$ cat src/rtl/seg_scan_decoder_if.sv
// Bundles the scanned 7-segment bus and the decoded frame outputs of seg_scan_decoder.
// Latency: none, wires only.
// Backpressure: none; the display bus is free-running and the frame outputs are pulse-qualified.
// Ports: segment[7:0] (dp,g..a), segsel[7:0] digit enables, digits[31:0], blank[7:0], dp[7:0],
//        frame_valid (frame update pulse), seg_err (bad pattern / multi-hot select pulse).
interface seg_scan_decoder_if;
    logic [7:0]  segment;
    logic [7:0]  segsel;
    logic [31:0] digits;
    logic [7:0]  blank;
    logic [7:0]  dp;
    logic        frame_valid;
    logic        seg_err;

    // master drives the display bus and observes the decoded frame
    modport master (
        output segment, segsel,
        input  digits, blank, dp, frame_valid, seg_err
    );

    // slave is the decoder itself
    modport slave (
        input  segment, segsel,
        output digits, blank, dp, frame_valid, seg_err
    );
endinterface

$ cat src/rtl/seg_scan_decoder.sv
// Reads a multiplexed 7-segment scan back into an 8-digit hex frame (code, blank, dp per digit).
// Latency: bus change -> sample = 1 + SETTLE_CYC cycles; last digit sample -> frame_valid = 1 cycle.
// Backpressure: none; frame_valid and seg_err are single-cycle pulses, outputs hold the last frame.
// Ports: clk, rst_n (async active-low); bus.slave carries segment/segsel in and
//        digits/blank/dp/frame_valid/seg_err out.
module seg_scan_decoder #(
    parameter int unsigned SETTLE_CYC  = 4,
    parameter bit          SEL_ACT_LOW = 1'b1,
    parameter bit          SEG_ACT_LOW = 1'b1
) (
    input  logic               clk,
    input  logic               rst_n,
    seg_scan_decoder_if.slave  bus
);

    // Idle (all-off) level of each raw bus; XOR with it normalises to active-high.
    localparam logic [7:0]  SEL_IDLE  = SEL_ACT_LOW ? 8'hFF : 8'h00;
    localparam logic [7:0]  SEG_IDLE  = SEG_ACT_LOW ? 8'hFF : 8'h00;
    localparam logic [15:0] SAMPLE_AT = 16'(SETTLE_CYC - 1);

    logic [7:0]  seg_q, sel_q;        // input register
    logic [7:0]  seg_prev, sel_prev;  // previous registered copy, for change detection
    logic [15:0] settle_cnt;
    logic [7:0]  seen;
    logic [31:0] sh_code;
    logic [7:0]  sh_blank, sh_dp;

    logic [7:0]  sel_n, seg_n;
    logic        changed, sample, multi_hot;
    logic [5:0]  dec;
    logic [31:0] sh_code_nxt;
    logic [7:0]  sh_blank_nxt, sh_dp_nxt, seen_nxt;
    logic        err_nxt, frame_done;

    // Returns {valid, blank, code} for a lit-high gfedcba pattern.
    function automatic logic [5:0] decode_seg(input logic [6:0] lit);
        case (lit)
            7'h3F:   return 6'b10_0000;
            7'h06:   return 6'b10_0001;
            7'h5B:   return 6'b10_0010;
            7'h4F:   return 6'b10_0011;
            7'h66:   return 6'b10_0100;
            7'h6D:   return 6'b10_0101;
            7'h7D:   return 6'b10_0110;
            7'h07:   return 6'b10_0111;
            7'h7F:   return 6'b10_1000;
            7'h6F:   return 6'b10_1001;
            7'h77:   return 6'b10_1010;
            7'h7C:   return 6'b10_1011;
            7'h39:   return 6'b10_1100;
            7'h5E:   return 6'b10_1101;
            7'h79:   return 6'b10_1110;
            7'h71:   return 6'b10_1111;
            7'h00:   return 6'b11_0000;
            default: return 6'b00_0000;
        endcase
    endfunction

    always_comb begin
        sel_n        = sel_q ^ SEL_IDLE;
        seg_n        = seg_q ^ SEG_IDLE;
        changed      = {sel_q, seg_q} != {sel_prev, seg_prev};
        // a stale count is ignored on the change cycle so each stable period samples once
        sample       = !changed && (settle_cnt == SAMPLE_AT);
        multi_hot    = (sel_n & (sel_n - 8'd1)) != 8'd0;
        dec          = decode_seg(seg_n[6:0]);
        sh_code_nxt  = sh_code;
        sh_blank_nxt = sh_blank;
        sh_dp_nxt    = sh_dp;
        seen_nxt     = seen;
        err_nxt      = 1'b0;
        if (sample && (sel_n != 8'd0)) begin
            if (multi_hot) begin
                err_nxt = 1'b1;
            end else begin
                for (int i = 0; i < 8; i++) begin
                    if (sel_n[i]) begin
                        sh_code_nxt[4*i +: 4] = dec[3:0];
                        sh_blank_nxt[i]       = dec[4];
                        sh_dp_nxt[i]          = seg_n[7];
                        seen_nxt[i]           = 1'b1;
                    end
                end
                // undecodable patterns are still stored (as code 0, not blank)
                err_nxt = !dec[5];
            end
        end
        // completing sample is folded in directly so frame_valid lands one cycle later
        frame_done = (seen_nxt == 8'hFF);
    end

    always_ff @(posedge clk or negedge rst_n) begin
        if (!rst_n) begin
            seg_q           <= SEG_IDLE;
            sel_q           <= SEL_IDLE;
            seg_prev        <= SEG_IDLE;
            sel_prev        <= SEL_IDLE;
            settle_cnt      <= 16'd0;
            seen            <= 8'd0;
            sh_code         <= 32'd0;
            sh_blank        <= 8'd0;
            sh_dp           <= 8'd0;
            bus.digits      <= 32'd0;
            bus.blank       <= 8'hFF;
            bus.dp          <= 8'd0;
            bus.frame_valid <= 1'b0;
            bus.seg_err     <= 1'b0;
        end else begin
            seg_q    <= bus.segment;
            sel_q    <= bus.segsel;
            seg_prev <= seg_q;
            sel_prev <= sel_q;
            if (changed) begin
                settle_cnt <= 16'd0;
            end else if (settle_cnt != 16'hFFFF) begin
                settle_cnt <= settle_cnt + 16'd1;
            end
            sh_code         <= sh_code_nxt;
            sh_blank        <= sh_blank_nxt;
            sh_dp           <= sh_dp_nxt;
            seen            <= frame_done ? 8'd0 : seen_nxt;
            bus.frame_valid <= frame_done;
            bus.seg_err     <= err_nxt;
            if (frame_done) begin
                bus.digits <= sh_code_nxt;
                bus.blank  <= sh_blank_nxt;
                bus.dp     <= sh_dp_nxt;
            end
        end
    end

endmodule

$ cat src/flat_wrapper.sv
// flat-port wrapper written by rule: the top's interface ports become plain ports
module seg_scan_decoder_flat 
#(
    parameter int unsigned SETTLE_CYC  = 4,
    parameter bit          SEL_ACT_LOW = 1'b1,
    parameter bit          SEG_ACT_LOW = 1'b1
)
  (clk, rst_n, bus_segment, bus_segsel, bus_digits, bus_blank, bus_dp, bus_frame_valid, bus_seg_err);
  seg_scan_decoder_if bus_i ();
  input  logic clk;
  input  logic rst_n;
  input wire logic [$bits(bus_i.segment)-1:0] bus_segment;
  input wire logic [$bits(bus_i.segsel)-1:0] bus_segsel;
  output wire logic [$bits(bus_i.digits)-1:0] bus_digits;
  output wire logic [$bits(bus_i.blank)-1:0] bus_blank;
  output wire logic [$bits(bus_i.dp)-1:0] bus_dp;
  output wire logic [$bits(bus_i.frame_valid)-1:0] bus_frame_valid;
  output wire logic [$bits(bus_i.seg_err)-1:0] bus_seg_err;
  assign bus_i.segment = bus_segment;
  assign bus_i.segsel = bus_segsel;
  assign bus_digits = bus_i.digits;
  assign bus_blank = bus_i.blank;
  assign bus_dp = bus_i.dp;
  assign bus_frame_valid = bus_i.frame_valid;
  assign bus_seg_err = bus_i.seg_err;
  seg_scan_decoder #(.SETTLE_CYC(SETTLE_CYC), .SEL_ACT_LOW(SEL_ACT_LOW), .SEG_ACT_LOW(SEG_ACT_LOW)) u_core (.clk(clk), .rst_n(rst_n), .bus(bus_i));
endmodule
$ cat config.mk
export PLATFORM = sky130hd
export DESIGN_NAME = seg_scan_decoder_flat
export DESIGN_NICKNAME = d
export VERILOG_FILES = /design/src/rtl/seg_scan_decoder_if.sv /design/src/rtl/seg_scan_decoder.sv /design/src/flat_wrapper.sv
export SDC_FILE = /design/constraint.sdc
export NUM_CORES = 1
export LEC_CHECK = 0
export CELL_PAD_IN_SITES_DETAIL_PLACEMENT = 0
export CELL_PAD_IN_SITES_GLOBAL_PLACEMENT = 1
export CORE_AREA = 2 2 119 121
export CTS_CLUSTER_SIZE = 28
export DETAILED_ROUTE_END_ITERATION = 8
export DIE_AREA = 0 0 121 123
export GPL_ROUTABILITY_DRIVEN = 0
export PLACE_DENSITY_LB_ADDON = 0.1
export REMOVE_ABC_BUFFERS = 1
export SLEW_MARGIN = 10
export SYNTH_ARGS = -nofsm -noshare
export SYNTH_HDL_FRONTEND = slang
export SYNTH_SLANG_ARGS = --single-unit
$ cat constraint.sdc
create_clock -name clk -period 7.7 [get_ports clk]
set_input_delay 1.155 -clock clk [delete_from_list [all_inputs] [get_ports clk]]
set_output_delay 1.155 -clock clk [all_outputs]
set_load 0.01 [all_outputs]
# Word-level counts from Yosys, hierarchy flattened
# Index checks and enable logic that the tools add are counted.
[word_totals]
romBits = 0
out_inout_bits = 50
latchBits = 0
reg_bits = 154
mem_bits_rw = 0
memories = 0
word_cells = 93
input_bits = 18
[classes]
div_mod_pow = 0
n_reduce_logical = 8
bitwise = 3
n_shift = 0
add_sub_neg = 2
multipliers = 0
n_eq_ne = 20
muxes = 46
order_cmp = 0
[ops]
columns = ["operator", "count"]
rows = [
  ["one-hot mux 6 bit (17 select lines)", 1],
  ["equality test 7 bit, second input constant", 12],
  ["2-to-1 mux 32 bit", 2],
  ["2-to-1 mux 8 bit", 7],
  ["2-to-1 mux 16 bit", 2],
  ["2-to-1 mux 4 bit", 8],
  ["2-to-1 mux 1 bit", 26],
  ["adder 16 x 1 -> 16 bit, second input constant", 1],
  ["equality test 16 x 2 -> 1 bit, second input constant", 1],
  ["!= test 16 bit", 1],
  ["!= test 16 bit, second input constant", 1],
  ["NOT 8 bit", 2],
  ["nonzero test 8 bit", 2],
  ["equality test 7 x 3 -> 1 bit, second input constant", 2],
  ["equality test 7 x 6 -> 1 bit, second input constant", 2],
  ["AND 8 bit", 1],
  ["equality test 8 bit, second input constant", 1],
  ["subtractor 8 x 1 -> 8 bit, second input constant", 1],
  ["zero test 7 bit", 1],
  ["logical AND 1 bit", 2],
  ["zero test 1 bit", 2],
  ["nonzero test 2 bit", 1],
]

# Logic depth before layout (Yosys ltp)
# Gate-level depths: netlist of the first run.
[depth]
word_depth = 8
mapped_depth = 12
ltp_nobuf = 8

# Worst setup path after synthesis of the first run
# No wires, ideal clock.
[synth_path]
kind = "reg2reg"
from = "reg u_core.seg_q[5]"
to = "reg u_core.bus.digits[10]"
n_path_buf = 2
synth_period_minus_slack_ps = 2940
setup_ps = 128
arrival_ps = 2812
setup_slack_ps = 4760
stages_incl_launch_ff = 10
required_ps = 7572
path_cell_list = "dfstp_2 > buf_2 > xor2_1 > nor4_2 > nand4_4 > or3_1 > clkbuf_1 > nor2_1 > mux2_2 > mux2_1"
[synth_via]
elab_chain_len = 6
word_cells_on_any_way = 28
classes_between = "eq/ne (18); mux (5); bitwise (1); reduce/logical (4)"
[synth_lines]
columns = ["element", "line_no", "text"]
rows = [
  ["start, declared", "seg_scan_decoder.sv:21", "logic [7:0] seg_q, sel_q;"],
  ["start signal, assigned", "seg_scan_decoder.sv:109", "seg_q <= bus.segment;"],
  ["NOT 8 bit (no line)", "--", ""],
  ["equality test 7 bit (tied with other cells)", "seg_scan_decoder.sv:37", "case (lit)"],
  ["one-hot mux 6 bit (17 select lines)", "seg_scan_decoder.sv:37", ""],
  ["2-to-1 mux 4 bit", "seg_scan_decoder.sv:77", "if (sel_n[i]) begin"],
  ["2-to-1 mux 32 bit", "seg_scan_decoder.sv:73", "if (multi_hot) begin"],
  ["2-to-1 mux 32 bit *", "seg_scan_decoder.sv:72", "if (sample && (sel_n != 8'd0)) begin"],
  ["named net u_core.sh_code_nxt[10]", "seg_scan_decoder.sv:31", "logic [31:0] sh_code_nxt;"],
  ["end signal, assigned", "seg_scan_decoder.sv:125", "bus.digits <= sh_code_nxt;"],
  ["end, declared", "seg_scan_decoder_if.sv:24", "output digits, blank, dp, frame_valid, seg_err"],
]
# Mark *: on every way through the listed nets, which the timed path passes. The rest lies on a longest branch.
# A chain may end at the register's enable or synchronous reset.

# Worst setup path after layout of the first run
[layout_path]
from = "reg u_core.seg_q[5]"
to = "reg u_core.bus.digits[10]"
[layout_via]
elab_chain_len = 6
word_cells_on_any_way = 28
classes_between = "eq/ne (18); mux (5); bitwise (1); reduce/logical (4)"
[layout_lines]
columns = ["element", "line_no"]
rows = [
  ["NOT 8 bit (no line) / != test 16 bit (equally long branches)", "--"],
  ["equality test 7 bit (tied with other cells)", "seg_scan_decoder.sv:37"],
  ["one-hot mux 6 bit (17 select lines) / logical AND 1 bit (equally long branches)", "seg_scan_decoder.sv:37, seg_scan_decoder.sv:64"],
  ["2-to-1 mux 4 bit / logical AND 1 bit (equally long branches)", "seg_scan_decoder.sv:77, seg_scan_decoder.sv:72"],
  ["2-to-1 mux 32 bit / 2-to-1 mux 8 bit (equally long branches)", "seg_scan_decoder.sv:73, seg_scan_decoder.sv:72"],
  ["2-to-1 mux 32 bit / equality test 8 bit (equally long branches)", "seg_scan_decoder.sv:72, seg_scan_decoder.sv:89"],
]
# Parallel ways exist; a longest one is shown, timed or not.

==> run summary, run 1 <==
Synthesized area per cell = 14.0 µm²
Critical Path RT = 8010 ps
Final Critical Period = 4050 ps
Worst Hold End = u_core.sel_prev[4]
Cts hold-fix bufs = 0
CTS tree = done
Core box area = 13600 µm²
Reg2reg setup slack = 3650 ps
Status = complete, no violations
Final Setup Violations = 0
# diodes = 0
Area growth syn-to-layout = 21.8%
Headroom to the max-slew limit = 0.320
Critical path's slowest cell = nor4_2
CP Data Arrival Time = 4350 ps
Pleak = 3.57 nW
CP bufs+invs = 1
Min Hold Slack = 425 ps
DRC = 0
Die ar. = 14900 µm²
H-tree depth = 4
Clock Skews = 9.94 ps
Gr ovfl total = 0
First-pass iteration count of the detailed router = 4
# fillers = 1118
Ports = 68
Clk root buf = clkbuf_16
Post-Syn Instances = 461
Largest family of logic cells by synthesized area = multiplexers
Min-delay src = u_core.sel_q[4]
Initial Utilization = 0.474
DP HPWL = 7.91 mm
Reg2Reg Depth = 8
Chip width = 121 µm
Main synth FF type = dfrtp_1
Per-cell routed wire length = 17.4 µm
Worst Path Max Fanout = 41
Clk slew on worst S/H paths = 60 ps
Final WL = 12.6 mm
Sequential area share after synthesis = 0.605
Yosys warns = 0
Die height = 123 µm
Adder and majority gate portion of the synthesized area = 0.00349
Worst slew pin tran = 1020 ps
Vias = 3776
Largest net degree at the start of global routing = 83
Post-synthesis compound-gate area fraction = 0.0411
Async SR Flop Fraction = 1.00
Biggest regs = u_core.bus.digits x32, u_core.sh_code x32, u_core.settle_cnt x16
EDFF count, synth = 0
PD cells = 219 nW/µm²
Final Hold Fails = 0
Post-synthesis mux area share = 0.181
Via density = 5.24
# rows = 43
Cell repeated most along the worst path = nor4_2
Worst vdd rail ir drop = 195 µV
Post-CTS setup buffers = 0
Hold Path Cell Cnt = 0
Clock sinks = 154
Fraction of layout instances using a drive strength above 1 = 0.255
Reg-to-Reg End = u_core.bus.digits[10]
Iter 0 DRT Violations = 239
Synth cell types = 57
Setup_tns = 0 ps
RSZ-0062 raised after global routing = no
CP startpoint kind = flip-flop
# resized after CTS = 0
Fin nets = 547
Worst path top cell family by delay = simple AND/OR/NAND/NOR gates
PortBufs = 67
Vias in the first global route = 4061
Worst path max stage delay = 800 ps
Critical path class = reg -> reg
Critical-path cell list = xor2_1 > nor4_2 > nand4_4 > nor4_2 > or2_1 > o2111ai_4 > buf_4 > mux2_1
Total GRT Usage = 0.188
Initial antenna violation count = 0
Num CTS Buffers = 17
Synth Cell Area = 6450 µm²
Longest Clk Path Bufs = 2
Yosys reg bits = 154
Crit share post-route = 0.526
RR Startpoint = u_core.seg_q[5]
First-pass GRT wire length = 21.2 mm
Routed Antenna Nets = 0
Post-Synth Simple-Gate Area = 0.0989
Max Slew Vio Count = 0
Xor-xnor portion of the synthesized cell area = 0.0421
Critical path endpoint category = flip-flop
Clk_lat worst skew = 430 ps
F_max = 247 MHz
Max cap viols = 0
HP Class = reg -> reg
==> placed cells by master, fill, tap and decap left out, drive strengths merged, types with 3 or more instances in the layout <==
master,instances
a21oi,4
a31oi,4
and2,7
and3,3
and4,5
buf,3
clkbuf,18
clkdlybuf4s50,66
clkinv,4
dfrtp,114
dfstp,40
inv,22
mux2,88
mux2i,10
nand2,12
nand2b,4
nand3,7
nand4,7
nor2,34
nor3,5
nor4,9
o21a,3
o21ai,5
o41ai,4
xnor2,3
xor2,28
==> per-stage QoR <==
| step | std cells | instance area [µm²] | setup WS [ps] | power (W) | utilization |
|---|---|---|---|---|---|
| after global placement | 689 | 7270 | 3670 | 0.000905 | 0.534 |
| after detailed placement | 689 | 7270 | 3570 | 0.000906 | 0.534 |
| after floorplan | 440 | 6330 | 3320 | 0.000870 | - |
| after CTS | 721 | 7860 | 3560 | 0.00174 | 0.577 |
| final | 721 | 7860 | 3650 | 0.00172 | 0.577 |
| after global routing | 721 | 7860 | 3300 | 0.00179 | 0.577 |
==> report_power, final <==
part / total, W / switching, W / internal (W)
Sequential: 0.000842 / 0.0000163 / 0.000825
Clock: 0.000827 / 0.000343 / 0.000485
Combinational: 0.0000488 / 0.0000308 / 0.0000180
Total: 0.00172 / 0.000390 / 0.00133
==> area by class of cell <==
type | instances | area [µm²] | area share
clock buffers | 18 | 429 | 0.0546
clock inverters | 14 | 161 | 0.0205
inverters | 16 | 62.6 | 0.00796
multi-input cells | 270 | 2390 | 0.304
flip-flops and latches | 154 | 3900 | 0.497
well taps | 180 | 225 | 0.0287
repair buffers | 69 | 687 | 0.0874
==> worst max-delay path by stage <==
stage,start,to,slack (ps),depth (start not counted)
final,u_core.seg_q[5],u_core.bus.digits[10],3650,8
after detailed placement,u_core.seg_q[7],u_core.bus.digits[10],3570,8
after floorplan,u_core.seg_q[5],u_core.bus.digits[0],3320,7
after CTS,u_core.seg_q[7],u_core.bus.digits[10],3560,8
after global placement,u_core.seg_q[7],u_core.bus.digits[9],3670,8
after global routing,u_core.seg_q[5],u_core.bus.dp[4],3300,8
==> cell families (layout without fill, tap and decap cells) <==
group / count (synthesis) / in the layout
DFF: 154 / 154
AOI/OAI and AO/OA: 35 / 35
buffers and inverters: 37 / 117
muxes: 98 / 98
and+or+nand+nor: 104 / 104
xor gates and xnor gates: 31 / 31
adders and majority gates: 2 / 2
==> routing by layer <==
layer	share of wire	vias to the layer above	track usage
met3	0.039	15	0.0567
li1	-	1748	-
met2	0.47	68	0.291
met4	0.014	0	0.0625
met1	0.48	1945	0.255
met5	0	-	0
==> synth_stat cells (all sizes together) (3+ instances only) <==
library cell | count | share of area
dfrtp | 114 | 0.44
nand2 | 12 | 0.0070
nand3 | 7 | 0.0054
and3 | 3 | 0.0029
dfstp | 40 | 0.16
o21a | 3 | 0.0035
xnor2 | 3 | 0.0041
o41ai | 4 | 0.0054
mux2 | 88 | 0.17
mux2i | 10 | 0.016
nand2b | 4 | 0.0039
a21oi | 4 | 0.0031
buf | 16 | 0.016
xor2 | 28 | 0.038
nor3 | 5 | 0.0039
nand4 | 7 | 0.0091
o21ai | 5 | 0.0039
and2 | 7 | 0.0068
inv | 16 | 0.0097
a31oi | 4 | 0.0039
nor4 | 9 | 0.020
clkbuf | 5 | 0.0029
and4 | 5 | 0.0068
nor2 | 34 | 0.021
No activity file was read; power rests on OpenSTA's default activity.
==> inputs of run 2 (changes only) <==
--- a/config.mk
+++ b/config.mk
@@ -7,10 +7,10 @@
 export LEC_CHECK = 0
 export CELL_PAD_IN_SITES_DETAIL_PLACEMENT = 0
 export CELL_PAD_IN_SITES_GLOBAL_PLACEMENT = 1
-export CORE_AREA = 2 2 119 121
+export CORE_AREA = 2 2 127 129
 export CTS_CLUSTER_SIZE = 28
 export DETAILED_ROUTE_END_ITERATION = 8
-export DIE_AREA = 0 0 121 123
+export DIE_AREA = 0 0 129 131
 export GPL_ROUTABILITY_DRIVEN = 0
 export PLACE_DENSITY_LB_ADDON = 0.1
 export REMOVE_ABC_BUFFERS = 1
==> constraint.sdc (replaced) <==
create_clock -name clk -period 3.6 [get_ports clk]
set_input_delay 0.54 -clock clk [delete_from_list [all_inputs] [get_ports clk]]
set_output_delay 0.54 -clock clk [all_outputs]
set_load 0.01 [all_outputs]
==> run 2 against run 1 <==
- clock power increased by 100%
- clock skew decreased by 2.5 ps
- hold slack got worse by 270 ps
- first-iteration DRC count increased by 29%
==> run summary, run 2 (synthesis gave the netlist of run 1 again) <==
Worst slew pin tran = 1030 ps (+10.3 ps)
CP Data Arrival Time = 3470 ps (-880 ps)
Clock power frac = 0.468 (-0.014)
Most common cell after layout, fill and taps aside = dfrtp_1
First-pass iteration count of the detailed router = 4 (unchanged)
Die height = 131 µm (+6.5%)
Via density = 4.90 (-6.4%)
F_max = 316 MHz (+28%)
Clock sinks = 154 (unchanged)
Initial Utilization = 0.414 (-0.0604)
Critical Path RT = 3900 ps (-4110 ps)
Status = complete, no violations
Clk root buf = clkbuf_16
Total GRT Usage = 0.166 (-0.0217)
Switch share = 0.221 (-0.00607)
Max Slew Vio Count = 0 (unchanged)
Multi-input logic area = 2380 µm² (-0.52%)
Longest Clk Path Bufs = 2 (unchanged)
PortBufs = 67 (unchanged)
Largest net degree at the start of global routing = 79 (-4.8%)
Critical-path cell list = xor2_1 > nor4_2 > nand4_4 > or3_1 > nor2_1 > mux2_2 > mux2_4
Num CTS Buffers = 17 (unchanged)
Vias in the first global route = 3945 (-2.9%)
Final Setup Violations = 0 (unchanged)
Iter 0 DRT Violations = 309 (+29%)
Max cap viols = 0 (unchanged)
RSZ-0062 raised after global routing = no
Final Critical Period = 3170 ps (-880 ps)
Fin nets = 562 (+2.7%)
First-pass GRT wire length = 21.2 mm (+0.26%)
Post-DP Area = 7410 µm² (+2.0%)
Final Hold Fails = 0 (unchanged)
DRC = 0 (unchanged)
Sequential Power Share = 0.501 (+0.011)
Per-cell routed wire length = 16.6 µm (-5.0%)
Post-CTS setup buffers = 0 (unchanged)
Biggest regs = u_core.bus.digits x32, u_core.sh_code x32, u_core.settle_cnt x16
Total Power = 0.00358 W (+110%)
CTS tree = done
Initial antenna violation count = 0 (unchanged)
Final instance area = 7970 µm² (+1.4%)
Critical path endpoint category = flip-flop
Commonest non-fill, non-tap cells in the layout = dfrtp_1 (114), clkdlybuf4s50_1 (66), dfstp_2 (40), mux2_1 (38), nor2_1 (33)
Core box area = 15600 µm² (+15%)
Combinational power share = 0.032 (+0.004)
Cell Int Power = 0.00279 W (+110%)
# rows = 46 (+7.0%)
H-tree depth = 4 (unchanged)
Pleak = 3.63 nW (+1.6%)
Clk slew on worst S/H paths = 60 ps (about the same)
Crit share post-route = 0.880 (+0.354)
Clk_lat worst skew = 420 ps (about the same)
Area growth syn-to-layout = 23.5%
Vias = 3781 (+0.13%)
Clock Skews = 7.48 ps (-2.46 ps)
Worst Path Max Fanout = 9 (-78%)
Cts hold-fix bufs = 0 (unchanged)
# diodes = 0 (unchanged)
Routed Antenna Nets = 0 (unchanged)
Chip width = 129 µm (+6.6%)
HP Class = in -> async
# fillers = 1359 (+22%)
Critical path's slowest cell = dfstp_2
Fraction of layout instances using a drive strength above 1 = 0.268 (+0.0134)
Die ar. = 16900 µm² (+14%)
Ports = 68 (unchanged)
PD cells = 450 nW/µm² (+110%)
# resized after CTS = 0 (unchanged)
Worst vdd rail ir drop = 345 µV (+77%)
Reg area = 3900 µm² (unchanged)
Gr ovfl total = 0 (unchanged)
Headroom to the max-slew limit = 0.313 (-0.00684)
Final WL = 12.8 mm (+1.6%)
CP startpoint kind = flip-flop
DP HPWL = 8.19 mm (+3.6%)
NetSw = 0.000791 W (+100%)
Critical path class = reg -> reg
Worst path max stage delay = 620 ps (-180 ps)
[run 2: changes by cell type in the layout (fill, tap and decap cells not counted), sizes merged]
cell,change
buf,+15
bufinv,-1
clkbuf,+3
clkinvlp,+1
inv,-4
[run 2: per-layer routing]
layer / wire length [µm] / vias to the layer above / GRT usage
met3: 381 / 9 / 0.0403
met2: 5950 / 60 / 0.251
met5: 0 / - / 0
met1: 6290 / 1926 / 0.233
li1: - / 1786 / -
met4: 146 / 0 / 0.0652
[run 2: worst paths after layout]
kind	startpoint	endpoint	slack (ps)	depth (start not counted)
max in group asynchronous	rst_n	u_core.bus.blank[6]	2460	2
min in group clk	u_core.sel_q[2]	u_core.sel_prev[2]	420	0
hold / removal	rst_n	u_core.bus.dp[3]	160	1
setup / recovery	u_core.sel_q[7]	u_core.bus.digits[15]	430	7
setup reg to reg	u_core.sel_q[7]	u_core.bus.digits[15]	430	7
hold reg to reg	u_core.sel_q[2]	u_core.sel_prev[2]	420	0
[run 2: area by class of cell]
cell class,count,area share
timing repair buffer,84,0.100
multi-input combinational,270,0.298
tap,216,0.0339
sequential,154,0.490
clock inverter,10,0.0118
inverter,16,0.00785
clock buffer,21,0.0578
[run 2: worst max-delay path: cells and delay by family, from the launching register on]
family,cells,cell delay [ps]
mux,2,680
flops,1,620
simple gates,4,1650
xor+xnor,1,100
[run 2: power by group through the flow]
stage / clock, W / combinational (W) / sequential (W)
finish: 0.00168 / 0.000113 / 0.00179
global route: 0.00180 / 0.000129 / 0.00180
CTS: 0.00172 / 0.000117 / 0.00179
detailed placement: 0 / 0.000117 / 0.00182
global placement: 0 / 0.000116 / 0.00182
floorplan: 0 / 0.0000412 / 0.00182
[run 2: through the flow]
step | utilization | hold slack, ps | std cells | setup WS (ps) | setup TNS [ps]
after global routing | 0.511 | 208 | 771 | 141 | 0
after detailed placement | 0.475 | 411 | 740 | 388 | 0
after global placement | 0.475 | 407 | 740 | 440 | 0
after floorplan | - | 244 | 440 | -776 | -40540
final | 0.511 | 159 | 771 | 433 | 0
after CTS | 0.511 | 182 | 771 | 364 | 0
